$ cat config.mk
export PLATFORM = sky130hd
export DESIGN_NAME = bit_balance_encoder_flat
export DESIGN_NICKNAME = d
export VERILOG_FILES = /design/src/rtl/bit_balance_encoder_if.sv /design/src/rtl/bit_balance_encoder.sv /design/src/flat_wrapper.sv
export SDC_FILE = /design/constraint.sdc
export NUM_CORES = 1
export LEC_CHECK = 0
export BUFFER_PORTS_ARGS = -buffer_cell sky130_fd_sc_hd__buf_2
export CELL_PAD_IN_SITES_DETAIL_PLACEMENT = 2
export CELL_PAD_IN_SITES_GLOBAL_PLACEMENT = 2
export CORE_MARGIN = 1.5
export CORE_UTILIZATION = 27
export CTS_BUF_LIST = sky130_fd_sc_hd__clkbuf_8
export CTS_CLUSTER_DIAMETER = 50
export DETAILED_ROUTE_END_ITERATION = 6
export GPL_ROUTABILITY_DRIVEN = 0
export PLACE_DENSITY = 0.88
export SETUP_SLACK_MARGIN = 0.3
export SLEW_MARGIN = 40
export SYNTH_ARGS = -nofsm -noshare
export SYNTH_HDL_FRONTEND = slang
export SYNTH_SLANG_ARGS = --single-unit
$ cat constraint.sdc
create_clock -name clk -period 3 [get_ports clk]
set_input_delay 0.15 -clock clk [delete_from_list [all_inputs] [get_ports clk]]
set_output_delay 0.15 -clock clk [all_outputs]
set_load 0.005 [all_outputs]
$ cat src/rtl/bit_balance_encoder_if.sv
// rtl/bit_balance_encoder_if.sv - byte-in / encoded-byte-out handshake bundle for the balance encoder
`timescale 1ns/1ps
interface bit_balance_encoder_if #(
  parameter int DISP_W = 5
);
  logic                     in_valid;
  logic                     in_ready;
  logic [7:0]               in_data;
  logic [3:0]               in_cnt;
  logic                     in_last;
  logic                     out_valid;
  logic                     out_ready;
  logic [7:0]               out_data;
  logic                     out_inv;
  logic                     out_last;
  logic signed [DISP_W-1:0] out_rd;
  logic                     err;

  // Upstream byte source plus downstream consumer, seen from outside the encoder
  modport master (
    output in_valid, in_data, in_cnt, in_last, out_ready,
    input  in_ready, out_valid, out_data, out_inv, out_last, out_rd, err
  );

  // The encoder itself
  modport slave (
    input  in_valid, in_data, in_cnt, in_last, out_ready,
    output in_ready, out_valid, out_data, out_inv, out_last, out_rd, err
  );
endinterface

$ cat src/rtl/bit_balance_encoder.sv
// rtl/bit_balance_encoder.sv - conditional byte inverter keeping running disparity bounded
`timescale 1ns/1ps
module bit_balance_encoder #(
  parameter int DISP_W = 5
) (
  input logic                   clk,
  input logic                   rst,
  bit_balance_encoder_if.slave  bus
);

  logic                     valid_q, valid_d;
  logic [7:0]               data_q, data_d;
  logic                     inv_q, inv_d;
  logic                     last_q, last_d;
  logic signed [DISP_W-1:0] rd_out_q, rd_out_d;
  logic signed [DISP_W-1:0] rd_q, rd_d;
  logic                     err_q, err_d;

  logic                     in_ready;
  logic                     accept;
  logic                     legal;
  logic signed [7:0]        bd8;
  logic signed [DISP_W-1:0] bd;
  logic signed [DISP_W-1:0] ad;
  logic signed [DISP_W-1:0] rd_next;
  logic                     rd_pos, rd_neg, bd_pos, bd_neg;
  logic                     inv;

  // The 1-deep output slot frees up when empty or when it is being drained this cycle
  assign in_ready = !valid_q || bus.out_ready;
  assign accept   = bus.in_valid && in_ready;

  // Byte disparity and invert decision; an illegal count never inverts and never moves RD
  always_comb begin
    legal   = (bus.in_cnt <= 4'd8);
    bd8     = $signed({3'b000, bus.in_cnt, 1'b0}) - 8'sd8;
    bd      = DISP_W'(bd8);
    rd_neg  = rd_q[DISP_W-1];
    rd_pos  = !rd_q[DISP_W-1] && (rd_q != '0);
    bd_neg  = bd[DISP_W-1];
    bd_pos  = !bd[DISP_W-1] && (bd != '0);
    inv     = legal && ((rd_pos && bd_pos) || (rd_neg && bd_neg));
    ad      = inv ? -bd : bd;
    rd_next = legal ? (rd_q + ad) : rd_q;
  end

  // Next-state for the output slot, running disparity and sticky error
  always_comb begin
    valid_d  = valid_q;
    data_d   = data_q;
    inv_d    = inv_q;
    last_d   = last_q;
    rd_out_d = rd_out_q;
    rd_d     = rd_q;
    err_d    = err_q;
    if (accept) begin
      valid_d  = 1'b1;
      data_d   = inv ? ~bus.in_data : bus.in_data;
      inv_d    = inv;
      last_d   = bus.in_last;
      rd_out_d = (!legal && bus.in_last) ? '0 : rd_next;
      rd_d     = bus.in_last ? '0 : rd_next;
      err_d    = err_q || !legal;
    end else if (bus.out_ready) begin
      valid_d  = 1'b0;
    end
  end

  // State registers; reset drops any held output and rebalances RD
  always_ff @(posedge clk) begin
    if (rst) begin
      valid_q  <= 1'b0;
      data_q   <= 8'h00;
      inv_q    <= 1'b0;
      last_q   <= 1'b0;
      rd_out_q <= '0;
      rd_q     <= '0;
      err_q    <= 1'b0;
    end else begin
      valid_q  <= valid_d;
      data_q   <= data_d;
      inv_q    <= inv_d;
      last_q   <= last_d;
      rd_out_q <= rd_out_d;
      rd_q     <= rd_d;
      err_q    <= err_d;
    end
  end

  assign bus.in_ready  = in_ready;
  assign bus.out_valid = valid_q;
  assign bus.out_data  = data_q;
  assign bus.out_inv   = inv_q;
  assign bus.out_last  = last_q;
  assign bus.out_rd    = rd_out_q;
  assign bus.err       = err_q;

endmodule
$ cat src/flat_wrapper.sv
// flat-port wrapper written by rule: the top's interface ports become plain ports
module bit_balance_encoder_flat 
#(
  parameter int DISP_W = 5
)
  (clk, rst, bus_in_valid, bus_in_data, bus_in_cnt, bus_in_last, bus_out_ready, bus_in_ready, bus_out_valid, bus_out_data, bus_out_inv, bus_out_last, bus_out_rd, bus_err);
  bit_balance_encoder_if #(.DISP_W(DISP_W)) bus_i ();
  input logic clk;
  input logic rst;
  input wire logic [$bits(bus_i.in_valid)-1:0] bus_in_valid;
  input wire logic [$bits(bus_i.in_data)-1:0] bus_in_data;
  input wire logic [$bits(bus_i.in_cnt)-1:0] bus_in_cnt;
  input wire logic [$bits(bus_i.in_last)-1:0] bus_in_last;
  input wire logic [$bits(bus_i.out_ready)-1:0] bus_out_ready;
  output wire logic [$bits(bus_i.in_ready)-1:0] bus_in_ready;
  output wire logic [$bits(bus_i.out_valid)-1:0] bus_out_valid;
  output wire logic [$bits(bus_i.out_data)-1:0] bus_out_data;
  output wire logic [$bits(bus_i.out_inv)-1:0] bus_out_inv;
  output wire logic [$bits(bus_i.out_last)-1:0] bus_out_last;
  output wire logic [$bits(bus_i.out_rd)-1:0] bus_out_rd;
  output wire logic [$bits(bus_i.err)-1:0] bus_err;
  assign bus_i.in_valid = bus_in_valid;
  assign bus_i.in_data = bus_in_data;
  assign bus_i.in_cnt = bus_in_cnt;
  assign bus_i.in_last = bus_in_last;
  assign bus_i.out_ready = bus_out_ready;
  assign bus_in_ready = bus_i.in_ready;
  assign bus_out_valid = bus_i.out_valid;
  assign bus_out_data = bus_i.out_data;
  assign bus_out_inv = bus_i.out_inv;
  assign bus_out_last = bus_i.out_last;
  assign bus_out_rd = bus_i.out_rd;
  assign bus_err = bus_i.err;
  bit_balance_encoder #(.DISP_W(DISP_W)) u_core (.clk(clk), .rst(rst), .bus(bus_i));
endmodule
==> results of run 1 <==
==> registers in the layout (all words and copies together), names as in the netlist <==
signal and count:
u_core.bus.out_data 8, u_core.bus.out_inv 1, u_core.bus.err 1, u_core.bus.out_last 1, u_core.rd_q 4, u_core.bus.out_valid 1
u_core.bus.out_rd 5
==> worst paths after layout <==
| check | to | cells past startpoint | slack (ns) | from |
|---|---|---|---|---|
| worst max-delay path | u_core.rd_q[4] | 10 | 0.19 | u_core.rd_q[4] |
| worst max register to register | u_core.rd_q[4] | 10 | 0.19 | u_core.rd_q[4] |
| worst min-delay path | u_core.bus.out_valid | 3 | 0.18 | bus_in_valid |
| worst min register to register | u_core.bus.out_last | 2 | 0.46 | u_core.bus.out_last |
==> cells in the mapped netlist (3+ instances only) <==
cell,n,area [µm²]
nand2_1,12,45.0
a211oi_1,11,82.6
nor2_1,17,63.8
xor2_1,8,70.1
inv_1,9,33.8
a22oi_1,3,22.5
clkbuf_1,6,22.5
a21oi_1,7,35.0
dfxtp_1,21,420
nor3_1,5,25.0
ha_1,6,75.1
==> metal layers <==
layer | GRT usage (%) | wire, µm
met1 | 21.3 | 1720
met2 | 35.1 | 2270
met3 | 4.44 | 107
met4 | 7.00 | 165
met5 | 0 | 0
==> power breakdown <==
group | internal (mW) | switching, mW | total (mW)
Sequential | 0.297 | 0.0115 | 0.308
Clock | 0.0911 | 0.0888 | 0.180
Combinational | 0.0836 | 0.101 | 0.185
==> stage by stage <==
stage	instance area (µm²)	setup slack [ns]	instances	util [%]
floorplan	1200	0.306	137	-
global placement	1420	0.171	215	34.9
detailed placement	1420	0.0278	215	34.9
CTS	1520	0.312	224	37.4
global route	1590	0.0858	229	39.1
finish	1590	0.194	229	39.1
==> cells by family after synthesis <==
| family | synth area share [%] |
|---|---|
| compound gates | 22.9 |
| simple gates | 18.5 |
| xor+xnor | 7.59 |
| flops | 36.4 |
| buf+inv | 5.31 |
| mux | 0.976 |
| fa+ha+maj | 8.24 |
==> worst register-to-register path: cells and delay by family, from the launching register on <==
family / cells / cell delay, ns
multiplexers: 1 / 0.34
adder cells (fa/ha/maj): 1 / 0.21
AND/OR/NAND/NOR: 3 / 0.65
flip-flops: 1 / 0.35
AO/OA/AOI/OAI: 5 / 1.10
==> layout make-up <==
class	count	area [µm²]	share of cell area, %
Clock buffer	3	41.3	2.60
Clock inverter	1	3.75	0.237
Inverter	9	33.8	2.13
Multi-Input combinational cell	100	764	48.2
Sequential cell	21	425	26.8
Tap cell	50	62.6	3.94
Timing Repair Buffer	45	255	16.1
==> what timing repair did <==
action,in CTS,in global routing
cloned,0,0
gates resized for setup,6,6
pin swaps,5,7
setup buffers,5,5
setup endpoints to repair,2,2
==> run_results.csv, run 1 <==
group,metric,value,unit
run_status,status,"finished, final reports clean",
layout,final_cell_mix,"buf_2, dfxtp_1, nor2_1, nand2_1, buf_4",
layout,final_nets,204,
sta,clock.fmax,356,MHz
setup_path,cp_max_fo,3,
yosys,synthDistinctLibCells,39,
place,portBuffers,34,
floorplan,die_h,68.4,µm
setup_path,worstPathRequired,3.12,ns
clock_tree,cts_tree,"built",
yosys,ys.flop_type,"dfxtp_1",
floorplan,die_w,68.4,µm
floorplan,rows,23,
grt,grt_overflow,0,
sta,timing.hold.ws,0.175,ns
sta,layout_min_cycle_time,2.81,ns
clock_tree,cts_hold_buf,0,
clock_tree,cts_max_path_buffers,2,
place,dpl.hpwl,2.82,mm
yosys,synth_warnings,0,
drt,drc,0,
floorplan,fp.dieArea,4670,µm²
setup_path,crit_chain,"a211o_1, o21ai_2, nand2_4, mux2_4, ha_4, and3_4, or3_4, a211oi_4, o21a_1, o311ai_2",
clock_tree,clock-root-buffer,"clkbuf_8",
yosys,ys_ff_latch,21,
grt,grt_pass1_vias,1291,
clock_tree,clkLatencyLatePin,0.26,ns
drt,detailedRoute.firstIterationViolations,59,
pwr,total_power,0.673,mW
drt,route.detailed.wl_per_inst,18.6,µm
setup_path,critPathBufInv,0,
sta,final.setup.tns,0,ns
yosys,syn_area_per_cell,8.42,µm²
layout,final_common_cell,"buf_2",
layout,nFillCells,450,
yosys,syn_inst,137,
min_path,hold_class,"in -> reg",
pwr,vdd_drop_max,0.300,mV
yosys,synth_edf_count,0,
sta,drv_slew,0,
layout,syn2layout_area_growth,37.5,%
floorplan,fp.coreArea,4060,µm²
sta,setup_viol,0,
setup_path,cp.arrival,2.93,ns
clock_tree,numCtsBuffers,3,
sta,hold_viol,0,
sta,tightest_slew,0.805,ns
layout,diodes,0,
clock_tree,clock_sinks,21,
setup_path,cpLargestDelayFamily,"compound AO/OA/AOI/OAI gates",
grt,groute.usage.overall,19.1,%
drt,wl,4.26,mm
setup_path,start_kind,"flip-flop",
yosys,ys_seq_area_share,36.4,%
setup_path,end_kind,"flip-flop",
drt,via_per_inst,5.15,
grt,grt_max_degree,26,
grt,antenna_found_initial,0,
grt,grt_pass1_wl,6.56,mm
job,max-cap-violations,0,
sta,fin_crit_sh,93.5,%
sta,rsz0062_at_grt,"yes",
clock_tree,htree_levels,1,
sta,slew_headroom,46.2,%
pwr,p_per_area,424,nW/µm²
sta,finalClockSkew,0.00456,ns
drt,vias,1179,
setup_path,slowest_stage,"or3_4",
drt,drtPass1Iterations,4,
yosys,synthesis.area,1150,µm²
yosys,async_reset_ff_share,0,%
setup_path,path_class,"reg -> reg",
drt,ant_nets,0,
pwr,leakagePower,0.699,nW
layout,drive_above_1_share,38.5,%
yosys,syn-num-nets,161,
floorplan,initial_core_util,28.4,%
floorplan,ios,35,
setup_path,slowest_delay,0.39,ns
clock_tree,clk_pin_slew_worst_paths,0.08,ns
Power figures use the tool's default switching activity.
==> inputs of run 2 (changes only) <==
Settings changed: GPL_TIMING_DRIVEN from default to 0.
==> run_results.csv, run 2 (synthesis gave the netlist of run 1 again) <==
group,metric,value,unit
clock_tree,clkLatencyLatePin,0.26,ns
setup_path,slowest_stage,"or3_4",
drt,vias,1205,
sta,hold_viol,0,
pwr,p_per_area,429,nW/µm²
place,placed_area,1440,µm²
clock_tree,cts_max_path_buffers,2,
layout,final_cell_mix,"buf_2, dfxtp_1, nor2_1, nand2_1, a211oi_1",
grt,grt_pass1_vias,1284,
setup_path,crit_chain,"a211o_1, o21ai_2, nand2_4, nor2_4, xnor2_2, ha_1, and3_4, or3_4, o211a_1, o211ai_1, o211ai_1",
grt,antenna_found_initial,0,
sta,tightest_slew,0.749,ns
sta,clock.fmax,352,MHz
floorplan,fp.dieArea,4670,µm²
setup_path,cp.arrival,2.96,ns
layout,final_nets,207,
layout,fin_area,1570,µm²
sta,slew_headroom,50.0,%
setup_path,end_kind,"flip-flop",
setup_path,cp_max_fo,3,
sta,finalClockSkew,0.00270,ns
floorplan,die_h,68.4,µm
floorplan,die_w,68.4,µm
run_status,status,"finished, final reports clean",
sta,setup_viol,0,
drt,drc,0,
pwr,total_power,0.675,mW
sta,drv_slew,0,
min_path,hold_class,"in -> reg",
drt,route.detailed.wl_per_inst,18.8,µm
sta,fin_crit_sh,94.8,%
clock_tree,cts_hold_buf,0,
clock_tree,clock-root-buffer,"clkbuf_8",
clock_tree,clk_pin_slew_worst_paths,0.08,ns
grt,grt_pass1_wl,6.48,mm
floorplan,initial_core_util,28.4,%
setup_path,path_class,"reg -> reg",
grt,grt_max_degree,13,
setup_path,cp_common_cell,"o211ai_1",
clock_tree,cts_tree,"built",
drt,detailedRoute.firstIterationViolations,32,
floorplan,rows,23,
setup_path,worstPathRequired,3.12,ns
grt,grt_overflow,0,
setup_path,start_kind,"flip-flop",
floorplan,fp.coreArea,4060,µm²
drt,via_per_inst,5.19,
drt,wl,4.37,mm
layout,syn2layout_area_growth,36.3,%
layout,diodes,0,
drt,drtPass1Iterations,4,
pwr,leakagePower,0.690,nW
clock_tree,clock_sinks,21,
layout,drive_above_1_share,35.2,%
job,max-cap-violations,0,
layout,final_common_cell,"buf_2",
place,dpl.hpwl,3.12,mm
floorplan,ios,35,
pwr,vdd_drop_max,0.214,mV
place,portBuffers,34,
sta,timing.hold.ws,0.174,ns
grt,groute.usage.overall,18.8,%
sta,rsz0062_at_grt,"yes",
clock_tree,htree_levels,1,
sta,layout_min_cycle_time,2.84,ns
setup_path,r2r_setup_slack,0.16,ns
setup_path,slowest_delay,0.38,ns
layout,largest_reg_flops,8,
clock_tree,numCtsBuffers,3,
drt,ant_nets,0,
-- run 2: changes by cell type in the layout (fill, tap and decap cells not counted), sizes merged --
| cell | change |
|---|---|
| clkbuf | +6 |
| inv | -1 |
| buf | -3 |
| clkinv | +1 |
-- run 2: power by group --
| part | total [mW] | switching (mW) | internal (mW) |
|---|---|---|---|
| sequential | 0.308 | 0.0114 | 0.297 |
| combinational | 0.178 | 0.100 | 0.0784 |
| clock | 0.189 | 0.0961 | 0.0926 |
| total | 0.675 | 0.208 | 0.468 |
-- run 2: worst paths after layout --
kind | start | endpoint | depth (start not counted)
max reg2reg | u_core.rd_q[4] | u_core.bus.out_rd[4] | 11
min reg2reg | u_core.bus.out_inv | u_core.bus.out_inv | 2
min | bus_in_valid | u_core.bus.out_valid | 3
max | u_core.rd_q[4] | u_core.bus.out_rd[4] | 11
-- run 2: layout make-up --
| cell class | instances | area [µm²] |
|---|---|---|
| Timing Repair Buffer | 41 | 225 |
| Clock inverter | 1 | 5.00 |
| Tap cell | 50 | 62.6 |
| Fill cell | 458 | 2480 |
| Sequential cell | 21 | 425 |
| Clock buffer | 3 | 41.3 |
| Inverter | 9 | 36.3 |
| Buffer | 7 | 27.5 |
| Multi-Input combinational cell | 100 | 749 |
-- run 2: what timing repair did --
action / CTS / global route
resized for setup: 10 / 1
gates cloned: 0 / 0
pin swaps: 8 / 4
buffers inserted: 5 / 2
endpoints found under the setup margin: 2 / 2
-- run 2: per-layer routing --
metal	share of wire [%]	GRT usage, %	vias to the layer above
li1	-	-	570
met1	41	22.3	610
met2	56	35.8	21
met3	2.0	2.63	4
met4	1.1	3.75	0
met5	0	0	-
-- run 2: through the flow --
| step | util, % | std cells | setup slack, ns | TNS, ns |
|---|---|---|---|---|
| 5_1_grt | 38.8 | 232 | 0.0894 | 0 |
| 3_3_place_gp | 35.4 | 221 | -0.0232 | -0.0232 |
| 4_1_cts | 38.4 | 230 | 0.266 | 0 |
| 2_1_floorplan | - | 137 | 0.306 | 0 |
| 6_report | 38.8 | 232 | 0.156 | 0 |
| 3_5_place_dp | 35.4 | 221 | -0.150 | -0.262 |
-- run 2: worst max-delay path, delay by kind of cell (launching register included) --
family / cells / cell delay (ns)
AND/OR/NAND/NOR: 4 / 0.83
adder cells (fa/ha/maj): 1 / 0.29
XOR/XNOR: 1 / 0.13
AO/OA/AOI/OAI: 5 / 1.12
flip-flops: 1 / 0.35
==> inputs of run 3 (changes only) <==
Settings changed: MAX_ROUTING_LAYER from default to met4.
==> run_results.csv, run 3 (synthesis gave the netlist of run 1 again) <==
group,metric,value,unit
grt,grt_use_met3,2.63,%
min_path,hold_class,"in -> reg",
layout,nFillCells,458,
sta,rsz0062_at_grt,"yes",
sta,slew_headroom,50.2,%
clock_tree,clock-root-buffer,"clkbuf_8",
pwr,vdd_drop_max,0.211,mV
grt,grt_pass1_wl,6.47,mm
drt,via_per_inst,5.13,
layout,fin_area,1570,µm²
setup_path,cp_common_cell,"o211ai_1",
grt,grt_use_met2,35.6,%
layout,syn2layout_area_growth,36.3,%
layout,drive_above_1_share,35.2,%
sta,tightest_slew,0.745,ns
setup_path,r2r_setup_slack,0.15,ns
grt,antenna_found_initial,0,
layout,multi_input_area,749,µm²
clock_tree,numCtsBuffers,3,
sta,setup_viol,0,
setup_path,cp_max_fo,3,
clock_tree,clkLatencyLatePin,0.26,ns
setup_path,path_class,"reg -> reg",
floorplan,fp.coreArea,4060,µm²
clock_tree,cts_tree,"built",
drt,ant_nets,0,
setup_path,start_kind,"flip-flop",
grt,grt_overflow,0,
pwr,leakagePower,0.690,nW
layout,final_common_cell,"buf_2",
grt,use_met1,22.5,%
grt,grt_pass1_vias,1285,
floorplan,rows,23,
clock_tree,cts_max_path_buffers,2,
setup_path,slowest_delay,0.38,ns
sta,layout_min_cycle_time,2.85,ns
grt,busiest_layer,"met2",
setup_path,worstPathRequired,3.12,ns
sta,finalClockSkew,0.00143,ns
setup_path,end_kind,"flip-flop",
drt,detailedRoute.firstIterationViolations,37,
job,max-cap-violations,0,
clock_tree,clock_sinks,21,
setup_path,crit_chain,"a211o_1, o21ai_2, nand2_4, nor2_4, xnor2_2, ha_1, and3_4, or3_4, o211a_1, o211ai_1, o211ai_1",
setup_path,slowest_stage,"or3_4",
sta,fin_crit_sh,94.9,%
floorplan,die_w,68.4,µm
pwr,p_per_area,428,nW/µm²
sta,hold_viol,0,
floorplan,ios,35,
clock_tree,htree_levels,1,
place,placed_area,1440,µm²
clock_tree,cts_hold_buf,0,
setup_path,cpLargestDelayFamily,"compound AO/OA/AOI/OAI gates",
place,portBuffers,34,
drt,wl,4.36,mm
layout,largest_reg_flops,8,
floorplan,fp.dieArea,4670,µm²
grt,grt_max_degree,13,
sta,timing.hold.ws,0.175,ns
sta,final.setup.tns,0,ns
drt,drtPass1Iterations,4,
layout,final_nets,207,
layout,fin_util,38.8,%
drt,drc,0,
drt,route.detailed.wl_per_inst,18.8,µm
layout,seqCellArea,425,µm²
grt,groute.usage.overall,19.4,%
layout,diodes,0,
floorplan,initial_core_util,28.4,%
clock_tree,clk_pin_slew_worst_paths,0.08,ns
sta,clock.fmax,351,MHz
floorplan,die_h,68.4,µm
run_status,status,"finished, final reports clean",
sta,drv_slew,0,
place,dpl.hpwl,3.12,mm
setup_path,critPathBufInv,0,
drt,vias,1191,
setup_path,cp.arrival,2.96,ns
layout,final_cell_mix,"buf_2, dfxtp_1, nor2_1, nand2_1, a211oi_1",
## run 3: cell counts in the layout (fill, tap and decap cells not counted)
No cell type changed its count.
## run 3: layout make-up
type	instances	share of cell area, %
Buffer	7	1.75
Sequential cell	21	27.0
Clock buffer	3	2.63
Timing Repair Buffer	41	14.3
Clock inverter	1	0.318
Inverter	9	2.31
Tap cell	50	3.98
Multi-Input combinational cell	100	47.7
## run 3: final timing paths
kind	cells after the start	endpoint	from
worst max register to register	11	u_core.bus.out_rd[4]	u_core.rd_q[4]
worst max-delay path	11	u_core.bus.out_rd[4]	u_core.rd_q[4]
worst min register to register	2	u_core.bus.out_inv	u_core.bus.out_inv
worst min-delay path	3	u_core.bus.out_valid	bus_in_valid
## run 3: repair_timing
action | 4_1_cts | 5_1_grt
resized for setup | 10 | 1
endpoints found under the setup margin | 2 | 2
pin swaps | 8 | 4
buffers inserted | 5 | 2
## run 3: report_power, final
group	internal, mW	switching, mW	leakage [nW]
clock network	0.0925	0.0944	0.0255
registers	0.297	0.0114	0.174
logic	0.0784	0.0996	0.491
total	0.468	0.205	0.690
## run 3: worst min-delay path, cell delays in order
cell and delay, ns:
buf_2 0.13, inv_1 0.05, a21oi_1 0.05
## run 3: metrics by stage
step / worst slack [ns] / instances / total power [mW]
floorplan: 0.306 / 137 / 0.407
detailed placement: -0.150 / 221 / 0.472
global placement: -0.0232 / 221 / 0.457
global route: 0.0896 / 232 / 0.711
CTS: 0.266 / 230 / 0.673
finish: 0.152 / 232 / 0.673
## run 3: metal layers
metal	part of all wire (%)	wire length [µm]
met5	0	0
met4	1.1	48
met3	2.0	88
met2	56	2440
met1	41	1780
